<file path="src/rtl/iterative_multiplier.sv">
// iterative_multiplier
//   Iterative shift-and-add multiplier with valid/ready handshakes on both
//   sides. Signed operands are reduced to magnitudes on accept and the sign
//   is restored on the final product. BitsPerCycle multiplier bits are
//   retired per BUSY cycle, so a product takes N = Width/BitsPerCycle cycles.
//
// Parameters
//   Width         operand width in bits (>= 2)
//   BitsPerCycle  multiplier bits retired per iteration (1..Width, divides Width)
//
// Ports
//   clk_i        sole clock, rising edge
//   rst_ni       synchronous active-low reset
//   in_valid_i   operand pair valid
//   in_ready_o   block can accept operands (IDLE only)
//   in_signed_i  1 = two's complement operands, 0 = unsigned
//   in_a_i       multiplicand
//   in_b_i       multiplier
//   out_valid_o  product valid (DONE only)
//   out_ready_i  consumer accepts product
//   out_data_o   2*Width-bit product, held until the next result
//   busy_o       high whenever the FSM is not IDLE
module iterative_multiplier #(
  parameter int Width        = 8,
  parameter int BitsPerCycle = 1
) (
  input  logic                 clk_i,
  input  logic                 rst_ni,
  input  logic                 in_valid_i,
  output logic                 in_ready_o,
  input  logic                 in_signed_i,
  input  logic [Width-1:0]     in_a_i,
  input  logic [Width-1:0]     in_b_i,
  output logic                 out_valid_o,
  input  logic                 out_ready_i,
  output logic [2*Width-1:0]   out_data_o,
  output logic                 busy_o
);

  // Guarded divisor so a zero BitsPerCycle reaches the check below instead
  // of tripping a divide-by-zero first.
  localparam int SafeBpc = (BitsPerCycle > 0) ? BitsPerCycle : 1;
  localparam int N       = Width / SafeBpc;
  localparam int CntW    = (N > 1) ? $clog2(N) : 1;
  localparam int ProdW   = 2 * Width;

  localparam logic [CntW-1:0] LastIter = CntW'(N - 1);

  if (Width < 2 || BitsPerCycle < 1 || BitsPerCycle > Width ||
      (Width % SafeBpc) != 0) begin : g_param_check
    $error("iterative_multiplier: illegal Width/BitsPerCycle combination");
  end

  typedef enum logic [1:0] {
    IDLE,
    BUSY,
    DONE
  } state_e;

  state_e                 state;
  logic [CntW-1:0]        cnt;
  logic [ProdW-1:0]       mcand;    // |a|, pre-shifted to the current digit position
  logic [Width-1:0]       mplier;   // |b|, consumed from the low end
  logic [ProdW-1:0]       acc;
  logic [ProdW-1:0]       acc_next;
  logic [ProdW-1:0]       partial;
  logic [BitsPerCycle-1:0] digit;
  logic                   negate;

  // Unsigned magnitude of an operand. The most negative value maps to
  // 2^(Width-1), which still fits in Width unsigned bits.
  function automatic logic [Width-1:0] magnitude(input logic [Width-1:0] v,
                                                 input logic sgn);
    return (sgn && v[Width-1]) ? (~v + Width'(1)) : v;
  endfunction

  // NOTE: every variable assigned in an always_comb gets a value on every
  // path (defaults first), otherwise synthesis infers a latch.
  always_comb begin
    digit    = mplier[BitsPerCycle-1:0];
    partial  = mcand * {{(ProdW-BitsPerCycle){1'b0}}, digit};
    acc_next = acc + partial;
  end

  // NOTE: sequential state is updated only with non-blocking assignments so
  // every register samples the pre-edge values of the others. The whole
  // datapath is reset here (it is plain flops, not a memory) because the
  // cleared output value is observable after reset.
  always_ff @(posedge clk_i) begin
    if (!rst_ni) begin
      state       <= IDLE;
      cnt         <= '0;
      mcand       <= '0;
      mplier      <= '0;
      acc         <= '0;
      negate      <= 1'b0;
      out_data_o  <= '0;
      in_ready_o  <= 1'b1;
      out_valid_o <= 1'b0;
      busy_o      <= 1'b0;
    end else begin
      case (state)
        IDLE: begin
          if (in_valid_i) begin
            mcand      <= ProdW'(magnitude(in_a_i, in_signed_i));
            mplier     <= magnitude(in_b_i, in_signed_i);
            negate     <= in_signed_i & (in_a_i[Width-1] ^ in_b_i[Width-1]);
            acc        <= '0;
            cnt        <= '0;
            state      <= BUSY;
            in_ready_o <= 1'b0;
            busy_o     <= 1'b1;
          end
        end

        BUSY: begin
          acc    <= acc_next;
          mcand  <= mcand << BitsPerCycle;
          mplier <= mplier >> BitsPerCycle;
          cnt    <= cnt + CntW'(1);
          if (cnt == LastIter) begin
            state       <= DONE;
            out_valid_o <= 1'b1;
            // A zero magnitude negates to zero modulo 2^ProdW, so no -0.
            out_data_o  <= negate ? (~acc_next + ProdW'(1)) : acc_next;
          end
        end

        DONE: begin
          if (out_ready_i) begin
            state       <= IDLE;
            out_valid_o <= 1'b0;
            busy_o      <= 1'b0;
            in_ready_o  <= 1'b1;
          end
        end

        default: begin
          state       <= IDLE;
          out_valid_o <= 1'b0;
          busy_o      <= 1'b0;
          in_ready_o  <= 1'b1;
        end
      endcase
    end
  end

endmodule

</file>
<file path="config.mk">
export PLATFORM = sky130hd
export DESIGN_NAME = iterative_multiplier
export DESIGN_NICKNAME = d
export VERILOG_FILES = /design/src/rtl/iterative_multiplier.sv
export SDC_FILE = /design/constraint.sdc
export NUM_CORES = 1
export LEC_CHECK = 0
export ABC_AREA = 1
export CORE_ASPECT_RATIO = 0.7
export CORE_MARGIN = 2
export CORE_UTILIZATION = 53
export DETAILED_ROUTE_END_ITERATION = 6
export GPL_TIMING_DRIVEN = 0
export HOLD_SLACK_MARGIN = 0.03
export PLACE_DENSITY = 0.74
export SLEW_MARGIN = 20
export SYNTH_ARGS = -nofsm -noshare
export SYNTH_HDL_FRONTEND = slang
export SYNTH_SLANG_ARGS = --single-unit
export TNS_END_PERCENT = 10
</file>
<file path="constraint.sdc">
create_clock -name clk_i -period 2.79 [get_ports clk_i]
set_input_delay 0.558 -clock clk_i [delete_from_list [all_inputs] [get_ports clk_i]]
set_output_delay 0.558 -clock clk_i [all_outputs]
set_load 0.01 [all_outputs]
</file>
==> results.toml, run 1 <==
[run_status]
status = "finished, final reports clean"

[finish]
area_delta_synth_final_pct = 21.3
final_nets = 795
final_common_cell = "nand2_1"
finalNonFillerCells = 859
antennaDiodeCount = 0
drive_above_1_share_pct = 11.9
finalCoreUtilization_pct = 67.1
final_cell_mix = "nand2_1, inv_1, dfxtp_1"

[clock_network]
cts_tree = "done"
htreeDepth = 3
clockBufferDepth = 2
clk_pin_slew_ns = 0.06
cts-buffers-inserted = 9
cts.sinks = 65
clock_tree.root_cell = "clkbuf_16"
insertion_delay_ns = 0.34

[route]
wl_met3_um = 1170
dr.pass1.iters = 6
viasPerCell = 5.42
wl_met1_um = 6050
drc_errors = 0
wl_per_cell_um = 14.7
drt_wl_total_um = 12700
initialDrtViolationCount = 355
route.vias.total = 4657
route.met2.wl_um = 5230
ant_nets = 0
routed.top_layer = "met4"

[grt]
gr-total-overflow = 0
grtUsageTotal_pct = 29.7
grt_first_pass_wirelength_um = 21000
antenna_found_initial = 0
grt_pass1_vias = 4300
grt_max_degree = 14

[critical_path]
required_ns = 3.03
worst-r2r-cell-count = 18
crit_path_frequent_cell = "nand2_1"
cp_slowest_cell = "fa_2"
worstPathArrival_ns = 2.91
reg2reg_to = "out_data_o[15]"
slowest_delay_ns = 0.49
reg2reg_from = "mplier[0]"
r2r_slack_ns = 0.11
path_max_fanout = 7
startpoint_type = "flop"
crit_path_end_kind = "flop"
critPathKind = "flop to flop"
cp_cell_sequence = "buf_4 -> nand2_1 -> inv_1 -> fa_2 -> inv_2 -> nand2_1 -> a21oi_2 -> nand3_1 -> nor2_2 -> nand3_2 -> nor2_4 -> nand2_2 -> inv_1 -> nand2_1 -> nand3_1 -> nand3_1 -> nand2_1 -> inv_1"

[sta]
setup_ws_ns = 0.113
timing.final.crit_share_pct = 96.0
hold_violations = 0
max_freq_ghz = 0.374
slew_headroom_pct = 60.3
finalSetupViolCount = 0
skew_ns = 0.00795
maxSlewViolCount = 0
period_needed_ns = 2.68
max_slew.worst_pin.slew_ns = 0.596

[run]
cap_violations = 0

[logic_synthesis]
async_reset_ff_share_pct = 0
postSynthAreaPerCell_sq_um = 6.30
synth-main-ff-cell = "dfxtp_1"
yosysSeqAreaShare_pct = 29.6
syn_area_sq_mm = 0.00439
synth_nets = 739
yosysUniqueCellTypes = 37
yosysWarnings = 0
ys_ff_latch = 65
synth_edf_count = 0
syn_inst = 697

[worst_hold_path]
hold_path_end = "out_data_o[0]"
hp-class = "flop to flop"
min-delay-start = "out_data_o[0]"
min_delay_path_depth = 2

[power_and_ir_drop]
leakagePower_nw = 2.57
p_per_area_mw_per_mm2 = 503
ir_drop_v = 0.000366

[die]
die_area_sq_mm = 0.00904
num_io_pins = 40
core_area_sq_mm = 0.00794
fp.dieH_um = 80.2
rows = 27
start_util_pct = 55.3
die_x_um = 113

[placement]
place_inst = 836
gp_congestion = 0.942
dp_hpwl_um = 9550
dp_slack_ns = -0.799
port_buffers = 38
[through the flow]
step                TNS [ns]  hold WS (ns)  power (W)  cell area, sq um
global route         -0.0328         0.493    0.00278              5330
CTS                        0         0.471    0.00266              5250
finish                     0         0.465    0.00268              5330
global placement       -6.60         0.452    0.00146              4900
detailed placement     -6.92         0.460    0.00147              4900
floorplan                  0         0.440    0.00132              4390
[synthesized netlist by cell type, types with 2 or more instances]
cell type / n / area [sq um]
a21oi_1: 54 / 270
a31oi_1: 14 / 87.6
and2_1: 3 / 18.8
buf_2: 7 / 35.0
clkbuf_1: 13 / 48.8
dfxtp_1: 65 / 1300
ha_1: 20 / 250
inv_1: 93 / 349
inv_2: 7 / 26.3
nand2_1: 237 / 890
nand2_2: 19 / 119
nand3_1: 48 / 240
nand3_2: 6 / 60.1
nand3b_1: 6 / 45.0
nand4_1: 6 / 37.5
nor2_1: 33 / 124
nor2_2: 5 / 31.3
nor2_4: 6 / 67.6
nor3_1: 3 / 15.0
o21a_1: 3 / 22.5
o21ai_0: 21 / 105
o21bai_1: 5 / 37.5
o221ai_1: 3 / 26.3
xnor2_1: 2 / 17.5
xor2_1: 6 / 52.6
[worst max-delay path: cells and delay by family (launching register included)]
| kind | cells | cell delay, ns |
|---|---|---|
| compound gates | 1 | 0.15 |
| simple gates | 11 | 1.08 |
| fa+ha+maj | 1 | 0.49 |
| buf+inv | 5 | 0.47 |
| flops | 1 | 0.38 |
[layer usage]
layer  vias to the layer above  GRT usage [%]
li1                       2334              -
met1                      2133           42.7
met2                       171           44.4
met3                        19           7.09
met4                         0           7.93
met5                         -              0
[repair_timing]
item                       4_1_cts  5_1_grt
hold buffers                     0        0
resized for setup                8        8
cloned                           0        1
hold endpoints to repair         0        0
pin swaps                        2        5
setup endpoints to repair       17        7
setup buffers                    3        4
[how the worst max path moves through the flow]
stage | start | end | slack [ns] | cells past startpoint
final | mplier[0] | out_data_o[15] | 0.11 | 18
after global routing | mplier[0] | out_data_o[15] | -0.03 | 18
after CTS | mplier[0] | out_data_o[15] | 0.04 | 19
after detailed placement | mplier[0] | out_data_o[15] | -0.80 | 20
after global placement | mplier[0] | out_data_o[15] | -0.79 | 20
after floorplan | mplier[0] | out_data_o[14] | 0.06 | 19
[state kept, by name (all words and copies together), names as in the netlist]
name	flops
acc	16
busy_o	1
cnt	3
in_ready_o	1
mcand	16
mplier	8
negate	1
out_data_o	16
out_valid_o	1
state	2
[logic make-up (layout without fill, tap and decap cells)]
group	after synthesis	in the layout	synth area share, %
AO/OA/AOI/OAI	106	106	13.7
XOR/XNOR	8	8	1.60
adder cells (fa/ha/maj)	21	21	6.16
buffers and inverters	123	184	10.8
flip-flops	65	65	29.6
AND/OR/NAND/NOR	374	374	38.1
[cell type report]
cell class / instances / area, sq um
Buffer: 21 / 103
Clock buffer: 10 / 239
Clock inverter: 6 / 73.8
Fill cell: 719 / 2610
Inverter: 101 / 379
Multi-Input combinational cell: 509 / 2640
Sequential cell: 65 / 1310
Tap cell: 101 / 126
Timing Repair Buffer: 46 / 458
[report_power, final]
group | switching (W) | internal [W]
registers | 0.0000341 | 0.000972
clock network | 0.000456 | 0.000726
logic | 0.000312 | 0.000178
Power figures use the tool's default switching activity.
==> run 2, diff against run 1 <==
Settings changed: HOLD_SLACK_MARGIN 0.03 to 0.08.
==> results of run 2 <==
Same layout as run 1: the final DEF is identical, and so are final timing and power.
